==> config.mk <==
export PLATFORM = sky130hd
export DESIGN_NAME = sopc_bus_arbiter
export DESIGN_NICKNAME = d
export VERILOG_FILES = /design/src/rtl/sopc_bus_pkg.sv /design/src/rtl/bus_timeout_timer.sv /design/src/rtl/sopc_bus_arbiter.sv
export SDC_FILE = /design/constraint.sdc
export NUM_CORES = 1
export LEC_CHECK = 0
export ABC_AREA = 1
export CORE_MARGIN = 5
export CORE_UTILIZATION = 43
export DETAILED_ROUTE_END_ITERATION = 8
export HOLD_SLACK_MARGIN = 0.15
export PLACE_DENSITY = 0.78
export SETUP_SLACK_MARGIN = 0.15
export SYNTH_ARGS = -nofsm -noshare
export SYNTH_HDL_FRONTEND = slang
export SYNTH_SLANG_ARGS = --single-unit
==> constraint.sdc <==
create_clock -name clk -period 2.7 [get_ports clk]
set_input_delay 0.405 -clock clk [delete_from_list [all_inputs] [get_ports clk]]
set_output_delay 0.405 -clock clk [all_outputs]
set_load 0.01 [all_outputs]
==> src/rtl/sopc_bus_pkg.sv <==
// Shared types and constants for the SOPC two-master memory bus arbiter.
// Holds the arbiter state encoding, grant codes and default bus widths.
package sopc_bus_pkg;

    localparam int DEF_ADDR_W = 32;
    localparam int DEF_DATA_W = 32;

    typedef enum logic [1:0] {
        ST_IDLE  = 2'd0,
        ST_BUS_I = 2'd1,
        ST_BUS_D = 2'd2
    } bus_state_t;

    localparam logic [1:0] GRANT_NONE = 2'b00;
    localparam logic [1:0] GRANT_I    = 2'b01;
    localparam logic [1:0] GRANT_D    = 2'b10;

endpackage

==> src/rtl/bus_timeout_timer.sv <==
// Counts bus cycles without a slave ack; expire is combinational from the count
// and fires in the cycle where TIMEOUT-1 cycles have already elapsed with enable held.
module bus_timeout_timer #(
    parameter int TIMEOUT = 15
) (
    input  logic clk,
    input  logic rst_n,
    input  logic clear,
    input  logic enable,
    output logic expire
);

    logic [7:0] count;

    always_ff @(posedge clk or negedge rst_n) begin
        if (!rst_n) begin
            count <= '0;
        end else if (clear) begin
            count <= '0;
        end else if (enable) begin
            count <= count + 8'd1;
        end
    end

    assign expire = enable && (count == 8'(TIMEOUT - 1));

endmodule

==> src/rtl/sopc_bus_arbiter.sv <==
// Arbitrates the single-port memory bus between fetch (m0) and load/store (m1), data first.
// Grant one cycle after request, ack one cycle after s_ack or timeout; masters hold req until ack.
module sopc_bus_arbiter
    import sopc_bus_pkg::*;
#(
    parameter int ADDR_W       = DEF_ADDR_W,
    parameter int DATA_W       = DEF_DATA_W,
    parameter int TIMEOUT      = 15,
    parameter int STARVE_LIMIT = 4
) (
    input  logic              clk,
    input  logic              reset,
    input  logic              m0_req,
    input  logic [ADDR_W-1:0] m0_addr,
    output logic [DATA_W-1:0] m0_rdata,
    output logic              m0_ack,
    input  logic              m1_req,
    input  logic              m1_we,
    input  logic [3:0]        m1_sel,
    input  logic [ADDR_W-1:0] m1_addr,
    input  logic [DATA_W-1:0] m1_wdata,
    output logic [DATA_W-1:0] m1_rdata,
    output logic              m1_ack,
    output logic              s_cyc,
    output logic              s_we,
    output logic [3:0]        s_sel,
    output logic [ADDR_W-1:0] s_addr,
    output logic [DATA_W-1:0] s_wdata,
    input  logic [DATA_W-1:0] s_rdata,
    input  logic              s_ack,
    output logic [1:0]        grant,
    output logic              bus_err,
    output logic              stall_req
);

    bus_state_t state, next_state;
    logic [3:0] streak;
    logic       eff_m0, eff_m1, starve, in_bus, expire, done;

    // A request is hidden during its own ack cycle so a held req reads as a fresh one next cycle.
    assign eff_m0    = m0_req & ~m0_ack;
    assign eff_m1    = m1_req & ~m1_ack;
    assign starve    = eff_m0 && (streak == 4'(STARVE_LIMIT));
    assign in_bus    = (state != ST_IDLE);
    assign done      = in_bus && (s_ack || expire);
    assign stall_req = eff_m0 | eff_m1;

    bus_timeout_timer #(
        .TIMEOUT(TIMEOUT)
    ) u_timer (
        .clk   (clk),
        .rst_n (reset),
        .clear (!in_bus),
        .enable(in_bus && !s_ack),
        .expire(expire)
    );

    always_ff @(posedge clk or negedge reset) begin
        if (!reset) begin
            state <= ST_IDLE;
        end else begin
            state <= next_state;
        end
    end

    always_comb begin
        next_state = state;
        case (state)
            ST_IDLE: begin
                if (eff_m1 && !starve) begin
                    next_state = ST_BUS_D;
                end else if (eff_m0) begin
                    next_state = ST_BUS_I;
                end
            end
            ST_BUS_I, ST_BUS_D: begin
                if (done) begin
                    next_state = ST_IDLE;
                end
            end
            default: next_state = ST_IDLE;
        endcase
    end

    // Counts data grants that overtook a pending fetch; any fetch grant or idle fetch port resets it.
    always_ff @(posedge clk or negedge reset) begin
        if (!reset) begin
            streak <= '0;
        end else if (state == ST_IDLE) begin
            if (next_state == ST_BUS_I || !m0_req) begin
                streak <= '0;
            end else if (next_state == ST_BUS_D && streak != 4'(STARVE_LIMIT)) begin
                streak <= streak + 4'd1;
            end
        end
    end

    always_ff @(posedge clk or negedge reset) begin
        if (!reset) begin
            s_cyc    <= 1'b0;
            s_we     <= 1'b0;
            s_sel    <= '0;
            s_addr   <= '0;
            s_wdata  <= '0;
            grant    <= GRANT_NONE;
            m0_ack   <= 1'b0;
            m1_ack   <= 1'b0;
            m0_rdata <= '0;
            m1_rdata <= '0;
            bus_err  <= 1'b0;
        end else begin
            m0_ack  <= 1'b0;
            m1_ack  <= 1'b0;
            bus_err <= 1'b0;
            if (state == ST_IDLE && next_state == ST_BUS_I) begin
                s_cyc   <= 1'b1;
                s_we    <= 1'b0;
                s_sel   <= 4'hF;
                s_addr  <= m0_addr;
                s_wdata <= '0;
                grant   <= GRANT_I;
            end else if (state == ST_IDLE && next_state == ST_BUS_D) begin
                s_cyc   <= 1'b1;
                s_we    <= m1_we;
                s_sel   <= m1_sel;
                s_addr  <= m1_addr;
                s_wdata <= m1_wdata;
                grant   <= GRANT_D;
            end else if (done) begin
                s_cyc   <= 1'b0;
                grant   <= GRANT_NONE;
                bus_err <= !s_ack;
                if (state == ST_BUS_I) begin
                    m0_ack   <= 1'b1;
                    m0_rdata <= s_ack ? s_rdata : '0;
                end else begin
                    m1_ack   <= 1'b1;
                    m1_rdata <= s_ack ? s_rdata : '0;
                end
            end
        end
    end

endmodule

**After elaboration in Yosys (flattened, before gate mapping)**

Cells that the tools add are included.

- Word-level logic and storage cells: 88
- Input bits: 138
- RAM bits: 0
- ROM bits: 0
- Memories: 0
- Latch bits: 0
- Output and inout port bits: 140
- Flip-flop bits (word level): 153

- Multiplexer cells: 34
- Bitwise operators: 8
- $lt $le $gt $ge: 0
- Shift-type cells: 0
- Divide/modulo/power cells: 0
- Multipliers: 0
- Add/subtract/negate cells: 2
- Reductions and logical operators: 22
- Eq/ne operators: 8

Operators by type and width:

| cell | number |
|---|---|
| 2-to-1 mux 32 bit | 5 |
| 2-to-1 mux 1 bit | 16 |
| 2-to-1 mux 4 bit | 4 |
| 2-to-1 mux 8 bit | 2 |
| 2-to-1 mux 2 bit | 6 |
| adder 8 x 1 -> 8 bit, second input constant | 1 |
| equality test 8 x 4 -> 1 bit, second input constant | 1 |
| logical AND 1 bit | 8 |
| AND reduction 4 bit | 2 |
| nonzero test 2 bit | 3 |
| NOT 1 bit | 5 |
| adder 4 x 1 -> 4 bit, second input constant | 1 |
| equality test 2 x 1 -> 1 bit, second input constant | 2 |
| equality test 2 bit, second input constant | 2 |
| equality test 4 x 3 -> 1 bit, second input constant | 1 |
| != test 4 x 3 -> 1 bit, second input constant | 1 |
| one-hot mux 2 bit (2 select lines) | 1 |
| zero test 1 bit | 3 |
| nonzero test 3 bit | 1 |
| AND 1 bit | 2 |
| zero test 2 bit | 1 |
| logical OR 1 bit | 2 |
| != test 2 x 1 -> 1 bit, second input constant | 1 |
| AND reduction 2 bit | 1 |
| other kinds (2) | 2 |

**Depth between registers and ports, before layout**

Gate-level depths: netlist (run 1).

- Depth after elaboration: 11
- Mapped depth: 18
- Depth with buffers taken out: 15

**Cells and area by module**

From an unflattened synthesis (run 1), not the netlist that was laid out.

- Cell total of the unflattened synthesis: 834
- Area, all modules: 6900.4 µm²

Modules (own cells, without submodules):

| module | area each (µm²) | seq. area each (µm²) | cells each | instances |
|---|---|---|---|---|
| sopc_bus_arbiter | 6429.9 | 3628.5 | 769 | 1 |
| bus_timeout_timer | 470.5 | 200.2 | 65 | 1 |

**Worst setup path before layout (run 1)**

OpenSTA, ideal clock, no wires.

- Path type: register to register
- Start point: register state[0]
- End point: register s_addr[18]
- Data required time: 2.583 ns
- Cell stages (with the launch flop): 18
- Slack: 0.619 ns
- Period minus slack after synthesis: 2.081 ns
- Buffers on the path: 3
- Setup time: 0.117 ns
- Data arrival time: 1.964 ns
- Cells stage by stage: dfrtp_1 -> inv_1 -> ha_1 -> buf_4 -> inv_2 -> nand2_1 -> nor2_1 -> nand2_1 -> nand3b_2 -> nand2_1 -> nor2_4 -> nand2_2 -> nand2_4 -> inv_2 -> buf_6 -> buf_6 -> nand2_1 -> nand2_1

- Longest elaborated chain between the ends: 10
- Elaborated cells between the ends (all ways): 19
- Those cells by class: eq/ne: 4; mux: 5; reduce/logical: 10

Ends and longest elaborated chain:

| item | line | source |
|---|---|---|
| start: declaration | sopc_bus_arbiter.sv:36 | `bus_state_t state, next_state;` |
| start signal: assignment | sopc_bus_arbiter.sv:62 | `state <= next_state;` |
| nonzero test 2 bit | sopc_bus_arbiter.sv:44 | `assign in_bus = (state != ST_IDLE);` |
| logical AND 1 bit | sopc_bus_arbiter.sv:54 | `.enable(in_bus && !s_ack),` |
| logical AND 1 bit | bus_timeout_timer.sv:25 | `assign expire = enable && (count == 8'(TIMEOUT - 1));` |
| logical OR 1 bit | sopc_bus_arbiter.sv:45 | `assign done = in_bus && (s_ack \|\| expire);` |
| logical AND 1 bit | sopc_bus_arbiter.sv:45 |  |
| 2-to-1 mux 2 bit | sopc_bus_arbiter.sv:77 | `if (done) begin` |
| one-hot mux 2 bit (2 select lines) | sopc_bus_arbiter.sv:68 | `case (state)` |
| equality test 2 x 1 -> 1 bit / equality test 2 bit (equally long branches) | sopc_bus_arbiter.sv:115, sopc_bus_arbiter.sv:122 |  |
| logical AND 1 bit, on equally long branches | sopc_bus_arbiter.sv:115, sopc_bus_arbiter.sv:122 |  |
| 2-to-1 mux 32 bit / nonzero test 2 bit (equally long branches) | n/a |  |
| end signal: assignment | sopc_bus_arbiter.sv:119 | `s_addr <= m0_addr;` |
| end signal: assignment | sopc_bus_arbiter.sv:126 | `s_addr <= m1_addr;` |
| end: declaration | sopc_bus_arbiter.sv:27 | `output logic [ADDR_W-1:0] s_addr,` |

Parallel ways exist; a longest one is shown, timed or not.
A chain may end at the register's enable or synchronous reset.

**Worst setup path after layout (run 1)**

- Start point: register state[1]
- End point: register s_addr[12]

Same word-level chain as after synthesis.

==> results of run 1 <==
-- worst paths after layout --
path	startpoint	to	slack (ns)	cells after the start
max	state[1]$_DFF_PN0_	s_addr[12]$_DFFE_PN0P_	0.39	15
min	s_wdata[30]$_DFFE_PN0P_	s_wdata[30]$_DFFE_PN0P_	0.47	2
max reg2reg	state[1]$_DFF_PN0_	s_addr[12]$_DFFE_PN0P_	0.39	15
min reg2reg	s_wdata[30]$_DFFE_PN0P_	s_wdata[30]$_DFFE_PN0P_	0.47	2
max in group asynchronous	reset	m0_rdata[17]$_DFFE_PN0P_	1.46	3
min in group asynchronous	reset	s_addr[30]$_DFFE_PN0P_	0.50	2
-- power by group through the flow --
stage | clock, mW | sequential [mW] | combinational (mW)
floorplan | 0 | 4.31 | 2.46
global placement | 0 | 3.87 | 5.75
detailed placement | 0 | 3.89 | 5.82
CTS | 2.35 | 3.89 | 5.85
global route | 2.45 | 4.02 | 6.55
finish | 2.29 | 3.88 | 5.96
-- cells by family after synthesis --
kind of cell | Yosys count
AOI/OAI and AO/OA | 80
xor gates and xnor gates | 2
adders and majority gates | 7
buffers and inverters | 106
DFF | 153
and+or+nand+nor | 440
-- what timing repair did --
action                                  4_1_cts  5_1_grt
setup buffers                                 0        2
endpoints found under the setup margin        0      104
resized for setup                             0       10
hold buffers                                  1        0
endpoints found under the hold margin        45        0
-- through the flow --
stage                     util (%)  hold slack (ns)  instance area, µm²  setup slack (ns)
after floorplan                  -            0.109                6730             0.619
after global placement        63.5            0.385                9680             0.206
after detailed placement      63.5            0.382                9680             0.193
after CTS                     67.3            0.470               10300             0.194
after global routing          67.8            0.487               10300             0.174
final                         67.8            0.469               10300             0.391
-- placed cells by master, fill, tap and decap left out, types with 2 or more instances in the layout --
cell type | Yosys | final
dfrtp_1 | 153 | 153
clkbuf_8 | 0 | 4
xnor2_1 | 2 | 2
clkinv_2 | 0 | 4
nand2_2 | 2 | 4
nor2_1 | 17 | 16
o21ai_0 | 71 | 71
clkdlybuf4s50_1 | 0 | 276
nand3_1 | 82 | 82
clkinvlp_4 | 0 | 2
ha_1 | 7 | 7
clkbuf_16 | 0 | 18
nand2_1 | 302 | 300
inv_6 | 0 | 3
buf_12 | 0 | 5
a21oi_1 | 5 | 5
nand3b_1 | 33 | 33
buf_6 | 7 | 5
inv_1 | 56 | 56
buf_4 | 1 | 6
-- sequential cells by signal (all words and copies together), names as in the netlist --
| signal | flops |
|---|---|
| u_timer.count | 8 |
| m0_ack | 1 |
| m0_rdata | 32 |
| s_sel | 4 |
| m1_rdata | 32 |
| state | 2 |
| grant | 2 |
| bus_err | 1 |
| m1_ack | 1 |
| s_wdata | 32 |
| streak | 4 |
| s_addr | 32 |
| s_cyc | 1 |
| s_we | 1 |
-- Yosys cell counts (all sizes together) --
cell type,count,area (µm²)
clkbuf,23,86.3
o21ai,71,355
nor2,18,75.1
nand4,1,6.26
nand3b,34,259
a31oi,1,6.26
a21oi,6,33.8
nand2,305,1160
buf,24,166
dfrtp,153,3830
ha,7,87.6
nand3,82,410
inv,59,221
o31ai,1,7.51
xnor2,2,17.5
o21bai,1,7.51
-- layer usage --
layer  share of wire (%)  vias to the layer above  routed length (µm)  GRT usage (%)
li1                    -                     3019                   -              -
met1                  41                     2912                8550           28.4
met2                  46                      261                9670           35.8
met3                  12                       19                2600           10.1
met4                 1.2                        0                 244           6.49
met5                   0                        -                   0              0
-- final cells by class --
type	count	area, µm²	share of cell area (%)
clock inverters	10	91.3	0.883
flip-flops and latches	153	3830	37.0
multi-input cells	529	2450	23.7
clock buffers	22	484	4.68
repair buffers	294	3000	29.0
well taps	211	264	2.55
inverters	59	229	2.21
-- critical path: cells and delay by family, from the launching register on --
family	cells	cell delay [ns]
and+or+nand+nor	10	1.03
DFF	1	0.40
adders and majority gates	1	0.24
buffers and inverters	4	0.51
==> results.yml, run 1 <==
drt:
  wl_per_cell_um: 16.5
  firstDrtPassIters: 7
  vias: 6211
  ant_nets: 0
  drc: 0
  routed_wl_mm: 21.1
  viasPerCell: 4.86
  initialDrtViolationCount: 333
sta:
  maxSlewViolCount: 0
  min_period_ns: 2.31
  max_slew_margin_pct: 68.9
  setup-violations-final: 0
  timing.final.crit_share_pct: 85.5
  fmax_mhz: 433
  worst_slew_pin_slew_ns: 0.466
  final-hold-violation-count: 0
  skew_ns: 0.00735
  rsz0062_at_grt: "false"
  fin_tns_setup_ns: 0
power_and_ir_drop:
  clkPwrFrac_pct: 18.9
  comb_power_share_pct: 49.1
  p_total_mw: 12.1
  powerDensity_nw_per_um2: 1170
  p_int_mw: 7.49
  power_frac_seq_pct: 32.0
  power_switching_mw: 4.65
  swShare_pct: 38.3
  leakage_nw: 4.96
  peakVddDrop_mv: 0.644
worst_setup_path:
  crit_chain: "inv_1, ha_1, inv_4, nand2_1, nor2_1, nand2_2, nand3b_2, nand2_1, nor2_4, nand2_2, nand2_8, inv_2, clkbuf_16, nand2_1, nand2_1"
  worst_setup_path_end_kind: "register"
  cpMostUsedCell: "nand2_1"
  critPathKind: "reg2reg"
  cp_max_fo: 33
  crit_slowest_cell: "dfrtp_1"
  crit_required_ns: 3.00
  worstSetupStartpointType: "register"
  max_stage_delay_ns: 0.40
  cp.arrival_ns: 2.61
floorplan:
  die_w_um: 135
  die_area_um2: 18200
  rows: 45
  floorplan.initialDensity_pct: 44.1
  die_h_um: 135
  num_io_pins: 278
  coreArea_um2: 15300
synth:
  synth.avg_cell_area_um2: 8.54
  syn_inst: 788
  yosys.area_share.simple_pct: 28.4
  synth_seq_area_share_pct: 56.9
  synth-compound-area-share_pct: 6.10
  ys_warn_count: 0
  synthMuxAreaShare_pct: 0
  syn_nets: 933
  syn-cell-area_um2: 6730
  synth_top_family_by_area: "simple AND/OR/NAND/NOR gates"
  synth_fa_ha_area_share_pct: 1.30
  yosysUniqueCellTypes: 24
  synth-seq-cells: 153
  synth_xor_area_share_pct: 0.260
place:
  io_buffers: 277
  gp_congestion: 0.810
  place_inst: 1242
  dp_hpwl_mm: 14.8
global_routing:
  antenna_found_initial: 0
  grt_pass1_wl_mm: 32.7
  grt_util_all_layers_pct: 22.7
  grt_pass1_vias: 6126
  grt_overflow_total: 0
  grt_max_degree: 67
cts:
  cts_buffers: 17
  cts-root-buf: "clkbuf_16"
  cts_tree: "built"
  clkSinkCount: 153
  worstSkewPairLatency_ns: 0.42
  htreeDepth: 4
  clk_pin_slew_ns: 0.06
  cts_max_path_buffers: 2
outcome:
  status: "finished clean"
cells_and_area:
  fillers: 1200
  drive_gt1_share_pct: 5.62
  nets: 1199
  fin_cells: 1278
  diodes: 0
  area_delta_synth_final_pct: 53.8
run:
  cap_violations: 0
worst_hold_path:
  hold_class: "reg2reg"
Power figures use the tool's default switching activity.
==> inputs of run 2 (changes only) <==
--- a/config.mk
+++ b/config.mk
@@ -15,3 +15,4 @@
 export SYNTH_ARGS = -nofsm -noshare
 export SYNTH_HDL_FRONTEND = slang
 export SYNTH_SLANG_ARGS = --single-unit
+export TNS_END_PERCENT = 50
==> results of run 2 <==
Same layout as run 1: the final DEF is identical, and so are final timing and power.
==> inputs of run 3 (changes only) <==
--- a/config.mk
+++ b/config.mk
@@ -15,4 +15,3 @@
 export SYNTH_ARGS = -nofsm -noshare
 export SYNTH_HDL_FRONTEND = slang
 export SYNTH_SLANG_ARGS = --single-unit
-export TNS_END_PERCENT = 50
==> results of run 3 <==
Same layout as run 1: the final DEF is identical, and so are final timing and power.
